## config.mk

```make
export PLATFORM = sky130hd
export DESIGN_NAME = dmem_bridge
export DESIGN_NICKNAME = d
export VERILOG_FILES = /design/src/rtl/global_types.sv /design/src/rtl/dmem_timeout.sv /design/src/rtl/dmem_bridge.sv
export SDC_FILE = /design/constraint.sdc
export NUM_CORES = 1
export LEC_CHECK = 0
export CORE_ASPECT_RATIO = 0.6
export CORE_UTILIZATION = 62
export DETAILED_ROUTE_END_ITERATION = 8
export DONT_BUFFER_PORTS = 1
export MAX_ROUTING_LAYER = met4
export PLACE_DENSITY = 0.78
export RECOVER_POWER = 100
export SYNTH_ARGS = -nofsm -noshare
export SYNTH_HDL_FRONTEND = slang
export SYNTH_HIERARCHICAL = 1
export SYNTH_SLANG_ARGS = --single-unit
```

## constraint.sdc

```tcl
create_clock -name clock -period 4.2 [get_ports clock]
set_clock_uncertainty 0.1 [all_clocks]
set_input_delay 0.84 -clock clock [delete_from_list [all_inputs] [get_ports clock]]
set_output_delay 0.84 -clock clock [all_outputs]
set_load 0.005 [all_outputs]
```

## src/rtl/global_types.sv

```systemverilog
// rtl/global_types.sv - shared state encoding and constants for dmem_bridge
package global_types;

  typedef enum logic [2:0] {
    ST_IDLE,
    ST_READ,
    ST_WRITE,
    ST_DRAIN,
    ST_RESP
  } dmem_state_t;

  localparam int          TIMEOUT_W   = 16;
  localparam logic [31:0] DMEM_RD_ERR = 32'h0;

endpackage

```

## src/rtl/dmem_timeout.sv

```systemverilog
// rtl/dmem_timeout.sv - loadable down-counter flagging a memory ack that never came
import global_types::*;

module dmem_timeout #(
  parameter logic [TIMEOUT_W-1:0] LOAD = 16'd254
) (
  input  logic clock,
  input  logic reset,
  input  logic clear,
  input  logic enable,
  output logic expired
);

  logic [TIMEOUT_W-1:0] cnt_q;
  logic [TIMEOUT_W-1:0] cnt_d;

  always_comb begin
    cnt_d = cnt_q;
    if (clear) begin
      cnt_d = LOAD;
    end else if (enable && (cnt_q != '0)) begin
      cnt_d = cnt_q - TIMEOUT_W'(1);
    end
  end

  always_ff @(posedge clock or posedge reset) begin
    if (reset) begin
      cnt_q <= '0;
    end else begin
      cnt_q <= cnt_d;
    end
  end

  // LOAD is one less than the wait limit, so zero is reached on the last allowed cycle.
  assign expired = enable && (cnt_q == '0);

endmodule

```

## src/rtl/dmem_bridge.sv

```systemverilog
// rtl/dmem_bridge.sv - datapath to backing-memory req/ack bridge with stall generation
// Optional posted-write buffer: define DMEM_WRITE_BUFFER_EN.
import global_types::*;

module dmem_bridge #(
  parameter int TIMEOUT_CYCLES = 255
) (
  input  logic        clock,
  input  logic        reset,
  input  logic [31:0] addr,
  input  logic [31:0] wd,
  input  logic        re,
  input  logic        we,
  output logic [31:0] rd,
  output logic        stall,
  output logic        mem_req,
  output logic        mem_we,
  output logic [31:0] mem_addr,
  output logic [31:0] mem_wdata,
  input  logic        mem_ack,
  input  logic [31:0] mem_rdata,
  output logic        err_misaligned,
  output logic        err_timeout
);

`ifdef DMEM_WRITE_BUFFER_EN
  localparam bit WBUF_EN = 1'b1;
`else
  localparam bit WBUF_EN = 1'b0;
`endif

  localparam logic [TIMEOUT_W-1:0] TO_LOAD = TIMEOUT_W'(TIMEOUT_CYCLES - 1);

  dmem_state_t state_q, state_d;
  logic [31:0] rd_q, rd_d;
  logic        mem_req_q, mem_req_d;
  logic        mem_we_q, mem_we_d;
  logic [31:0] mem_addr_q, mem_addr_d;
  logic [31:0] mem_wdata_q, mem_wdata_d;
  logic        err_mis_q, err_mis_d;
  logic        err_to_q, err_to_d;

  logic access;
  logic aligned;
  logic handshake;
  logic expired;
  logic waiting;

  assign access    = re | we;
  assign aligned   = (addr[1:0] == 2'b00);
  assign handshake = mem_req_q & mem_ack;
  assign waiting   = (state_q == ST_READ) || (state_q == ST_WRITE) || (state_q == ST_DRAIN);

  dmem_timeout #(.LOAD(TO_LOAD)) u_timeout (
    .clock   (clock),
    .reset   (reset),
    .clear   (state_d != state_q),
    .enable  (waiting),
    .expired (expired)
  );

  always_ff @(posedge clock or posedge reset) begin
    if (reset) begin
      state_q     <= ST_IDLE;
      rd_q        <= '0;
      mem_req_q   <= 1'b0;
      mem_we_q    <= 1'b0;
      mem_addr_q  <= '0;
      mem_wdata_q <= '0;
      err_mis_q   <= 1'b0;
      err_to_q    <= 1'b0;
    end else begin
      state_q     <= state_d;
      rd_q        <= rd_d;
      mem_req_q   <= mem_req_d;
      mem_we_q    <= mem_we_d;
      mem_addr_q  <= mem_addr_d;
      mem_wdata_q <= mem_wdata_d;
      err_mis_q   <= err_mis_d;
      err_to_q    <= err_to_d;
    end
  end

  always_comb begin
    state_d = state_q;
    case (state_q)
      ST_IDLE: begin
        if (access && aligned) begin
          if (we) begin
            state_d = WBUF_EN ? ST_DRAIN : ST_WRITE;
          end else begin
            state_d = ST_READ;
          end
        end
      end
      ST_READ, ST_WRITE: begin
        if (handshake || expired) state_d = ST_RESP;
      end
      ST_DRAIN: begin
        if (handshake || expired) state_d = ST_IDLE;
      end
      default: state_d = ST_IDLE;
    endcase
  end

  always_comb begin
    stall       = 1'b0;
    rd_d        = rd_q;
    mem_req_d   = mem_req_q;
    mem_we_d    = mem_we_q;
    mem_addr_d  = mem_addr_q;
    mem_wdata_d = mem_wdata_q;
    err_mis_d   = err_mis_q;
    err_to_d    = err_to_q;
    case (state_q)
      ST_IDLE: begin
        if (access && !aligned) begin
          rd_d      = DMEM_RD_ERR;
          err_mis_d = 1'b1;
        end else if (access) begin
          // A buffered store retires immediately; everything else waits for the ack.
          stall       = !(WBUF_EN && we);
          mem_req_d   = 1'b1;
          mem_we_d    = we;
          mem_addr_d  = {addr[31:2], 2'b00};
          mem_wdata_d = wd;
        end
      end
      ST_READ, ST_WRITE: begin
        stall = 1'b1;
        if (handshake) begin
          mem_req_d = 1'b0;
          if (state_q == ST_READ) rd_d = mem_rdata;
        end else if (expired) begin
          mem_req_d = 1'b0;
          err_to_d  = 1'b1;
          if (state_q == ST_READ) rd_d = DMEM_RD_ERR;
        end
      end
      ST_DRAIN: begin
        // Any new memory instruction waits for the drain; no forwarding from the buffer.
        stall = access;
        if (handshake) begin
          mem_req_d = 1'b0;
        end else if (expired) begin
          mem_req_d = 1'b0;
          err_to_d  = 1'b1;
        end
      end
      default: ;
    endcase
  end

  assign rd             = rd_q;
  assign mem_req        = mem_req_q;
  assign mem_we         = mem_we_q;
  assign mem_addr       = mem_addr_q;
  assign mem_wdata      = mem_wdata_q;
  assign err_misaligned = err_mis_q;
  assign err_timeout    = err_to_q;

endmodule

```

# Word-level counts from Yosys, hierarchy flattened
# Index checks and enable logic that the tools add are counted.
# classes
add_sub_neg,1
eq_ne,10
muxes,21
bitwise_logic,4
reduce_logical,22
# ops
operator,count
$mux W32,5
$pmux W32 S2,1
$mux W16,2
$logic_not A16 Y1,1
$reduce_bool A16 Y1,1
$sub A16 B1 Y16 const B,1
$mux W3,3
$pmux W3 S3,1
$ne A2 B2 Y1 const B,4
$reduce_and A4 Y1,2
$eq A3 B2 Y1 const B,2
$mux W1,6
$reduce_and A3 Y1,2
$reduce_bool A2 Y1,3
$logic_and A1 B1 Y1,4
$eq A3 B1 Y1 const B,1
$logic_not A3 Y1,1
$logic_or A1 B1 Y1,3
$ne A3 B1 Y1 const B,1
$ne A3 B3 Y1,1
$ne A3 B3 Y1 const B,1
$pmux W1 S3,1
$reduce_or A3 Y1,1
$logic_not A2 Y1,1
other kinds (8),9
# word_totals
regBits,117
input_bits,101
output_inout_bits,101
wordCells,67

# Longest topological paths before layout
# depth
ltp_word,9
mapped_depth,12
ltp_nobuf,10

# Hierarchy
# Netlist, hierarchy kept.
# by_module_without_submodules
mod,instances,cells_per_inst,area_per_inst_um2,seq_area_each_um2
dmem_bridge,1,242,3809.9,2527.4
dmem_timeout,1,107,983.4,400.4

# Worst setup path after synthesis
# No wires, ideal clock.
# synth_path
path_type,reg-to-reg
start,register u_timeout.cnt_q[10]
end,register u_timeout.cnt_q[12]
setup_time_ps,125
arrival_ps,2594
path_slack_ps,1382
stages_incl_launch_ff,11
n_path_buf,2
cell_sequence,dfrtp_1 or4_4 or2_1 nor3_1 a21oi_1 nor2_1 a311o_1 clkbuf_1 clkbuf_1 nor2_1 mux2_2
# synth_via
elab_chain_cells,7
word_cells_on_any_way,13
classes_between,1 x add/sub; 1 x eq/ne; 5 x mux; 6 x reduce/logical
# synth_lines
element,line,rtl
from (decl),dmem_timeout.sv:14,logic [TIMEOUT_W-1:0] cnt_q;
from (signal assigned),dmem_timeout.sv:30,cnt_q <= cnt_d;
$logic_not A16 Y1 *,dmem_timeout.sv:35,assign expired = enable && (cnt_q == '0);
$logic_and A1 B1 Y1 *,dmem_timeout.sv:35,
net expired,dmem_bridge.sv:46,logic expired;
$logic_or A1 B1 Y1 *,"dmem_bridge.sv:97, dmem_bridge.sv:100",
"$mux W3, on equally long branches","dmem_bridge.sv:100, dmem_bridge.sv:97",
$pmux W3 S3 *,dmem_bridge.sv:86,case (state_q)
$ne A3 B3 Y1 *,dmem_bridge.sv:57,".clear (state_d != state_q),"
$mux W16 / $reduce_bool A2 Y1 (equally long branches),n/a,
# Mark *: on every way through the listed nets, which the timed path passes. The rest lies on a longest branch. The select of a mux whose other input is x is not followed.
# A chain may end at the register's enable or synchronous reset.

# Worst setup path in the final report
# layout_path
start,register state_q[2]
end,register mem_addr_q[23] (netlist: mem_addr[23])
# layout_via
elab_chain_cells,2
# layout_lines
element,line,rtl
from (decl),dmem_bridge.sv:34,"dmem_state_t state_q, state_d;"
from (signal assigned),dmem_bridge.sv:73,state_q <= state_d;
$logic_not A3 Y1,dmem_bridge.sv:115,case (state_q)
$reduce_and A3 Y1 (no source line),n/a,
to (signal assigned),dmem_bridge.sv:77,mem_addr_q <= mem_addr_d;
to (decl),dmem_bridge.sv:38,"logic [31:0] mem_addr_q, mem_addr_d;"
# No other way between the ends.

==> out/summary.txt <==
Ant. Diodes: 0
Minimum clock period: 3460 ps
Cell total after placement: 439
Vias in the first global route: 2931
Slew @ Worst Pin: 2710 ps
Post-route cell area: 0.00547 mm2
Worst Setup SP: state_q[2]$_DFF_PP0_
Vias: 2976
Placer Congestion: 0.857
Final worst slack: 741 ps
Yosys cell types: 45
Final hold vios: 0
Mean Syn Cell Area: 13.7 um2
Dpl ws: 1010 ps
CP max FO: 39
Die area: 0.00810 mm2
Global-route wire length before repair: 15200 um
Clock Tree Buf Depth: 2
Clk sinks: 117
Leakage power: 2.40 nW
Post-Synthesis Cell Area: 0.00479 mm2
Async set or reset register ratio after synthesis: 100%
Core Area: 0.00736 mm2
Number of max-cap violations: 2
Initial Util: 65.2%
H-tree depth: 4
Worst VDD drop: 0.408 mV
Hold WS: 309 ps
Outcome: finished with violations
DIE HEIGHT: 70.1 um
Share of layout cells above drive strength 1: 30.5%
I/O pins: 202
Seq/Total Area, Yosys: 61.1%
Max frequency: 289 MHz
Failing checks: capacitance limit, slew limit
CTS tree: yes
Routed wire per std cell: 21.5 um
Clock latency on the worst-skew pair: 400 ps
Most instantiated cells after synthesis: dfrtp_1, mux2_2, a22o_1
DRC marker count from the first detailed-route iteration: 223
Non-Filler Instances: 471
Routed wire length: 10100 um
DR pass1 iterations: 4
Startpoint type of the worst setup path: flop
Clock Pin Slew Worst Setup and Hold Paths: 50 ps
Fin crit share: 82.4%
Area grow syn2layout: 14.2%
Overall Global Routing Usage: 26.6%
Worst EP required: 4380 ps
Data arrival time of the critical path: 3640 ps
Root Driver: clkbuf_16
Placed cell areas: 0.00486 mm2
Post-CTS Setup Inserts: 0
Core Rows: 24
Aggregate global routing overflow: 0
Crit end category: flop
Final-report setup violation count: 0
Ys Warns: 6
Worst r2r src: state_q[2]$_DFF_PP0_
EDFF count, synth: 0
Top-count cell post-synth: dfrtp_1
Final net count: 456
I/O Buffers: 0
Most area-consuming cells after synthesis: dfrtp_1, mux2_2, a22o_1
Post-route ant nets: 0
Post-Route Setup TNS: 0 ps
RSZ-0062 raised after global routing: false
Die W: 116 um
CTS buffer count: 17
Vias per cell: 6.32
Final Max Tran Viols: 117
Residual DRC count: 0
Critical path type: reg -> reg
Final HPWL DP: 6980 um
Top FF cell, synth: dfrtp_1
Hold Path Class: in -> async
Cts repair resizes: 0
Synth Instances: 349
Synth top area share: 61.1%
Slew HR: -80.7%
Largest net degree at the start of global routing: 77
Initial antenna violation count: 0
Seq cells post-synth: 117
Pwr/cell area: 766 mW/mm2
Synth area leader: dfrtp_1
Post-CTS Hold Buffers: 0
==> layout make-up <==
type / instances / area (um2)
Multi-Input combinational cell: 205 / 1710
Tap cell: 104 / 130
Timing Repair Buffer: 5 / 23.8
Clock inverter: 13 / 204
Inverter: 8 / 30.0
Sequential cell: 117 / 2930
Fill cell: 463 / 1880
Clock buffer: 19 / 443
==> worst max-delay path, stage by stage (launching register included) <==
cell and delay (ps):
dfrtp_1 470, nor3_1 450, nand3_1 1240, clkbuf_1 660
mux2_2 400
==> state kept, by name, summed over array words and instances, names as in the netlist <==
signal           count
mem_wdata           32
rd                  32
mem_addr            30
u_timeout/cnt_q     16
state_q              3
err_misaligned       1
err_timeout          1
mem_req              1
mem_we               1
==> power breakdown <==
part / switching [mW] / internal (mW)
clock: 0.492 / 1.07
sequential: 0.338 / 1.52
combinational: 0.372 / 0.405
==> cells by family (layout without fill, tap and decap cells) <==
kind of cell | count (synthesis) | after routing | share of synthesized area, %
flops | 117 | 117 | 61.1
mux | 74 | 74 | 17.2
simple gates | 68 | 68 | 8.51
compound gates | 59 | 59 | 9.58
buf+inv | 28 | 45 | 3.08
fa+ha+maj | 1 | 1 | 0.261
other cells | 1 | 2 | 0.0782
xor+xnor | 1 | 1 | 0.183
==> cell usage in the layout (no fill, tap or decap), drive strengths merged, types with 2 or more instances in the layout <==
cell type and instances:
dfrtp 117, mux2 68, a22o 32, clkbuf 23, nor2 20, nor2b 11
a21oi 11, inv 9, nor3 7, mux2i 6, bufinv 5, nand3 4
nand2 4, a211oi 4, clkinvlp 4, nor4 4, o21ai 4, or3 4
clkinv 3, or4 3, nand4b 2, a31o 2, conb 2, nand4 2
or2 2, nor4b 2
==> layer usage <==
layer  vias to the layer above  share of wire, %  track usage (%)
li1                       1284                 -                -
met1                      1502                39             32.1
met2                       163                48             39.7
met3                        27                10             9.81
met4                         0               2.4             12.8
met5                         -                 0                -
==> through the flow <==
| stage | power (mW) | utilization [%] |
|---|---|---|
| CTS | 4.24 | 74.8 |
| floorplan | 2.46 | - |
| detailed placement | 2.66 | 66.0 |
| global route | 4.39 | 74.4 |
| global placement | 2.61 | 66.0 |
| finish | 4.19 | 74.4 |
==> final timing paths <==
check	endpoint	slack, ps	cells after the start
setup / recovery	mem_addr[23]$_DFFE_PP0P_	740	4
max in group asynchronous	mem_wdata[31]$_DFFE_PP0P_	990	2
setup reg to reg	mem_addr[23]$_DFFE_PP0P_	740	4
min in group clock	err_misaligned$_DFFE_PP0P_	420	1
hold reg to reg	err_misaligned$_DFFE_PP0P_	420	1
hold / removal	u_timeout/cnt_q[7]$_DFFE_PP0P_	310	1
No activity file was read; power rests on OpenSTA's default activity.
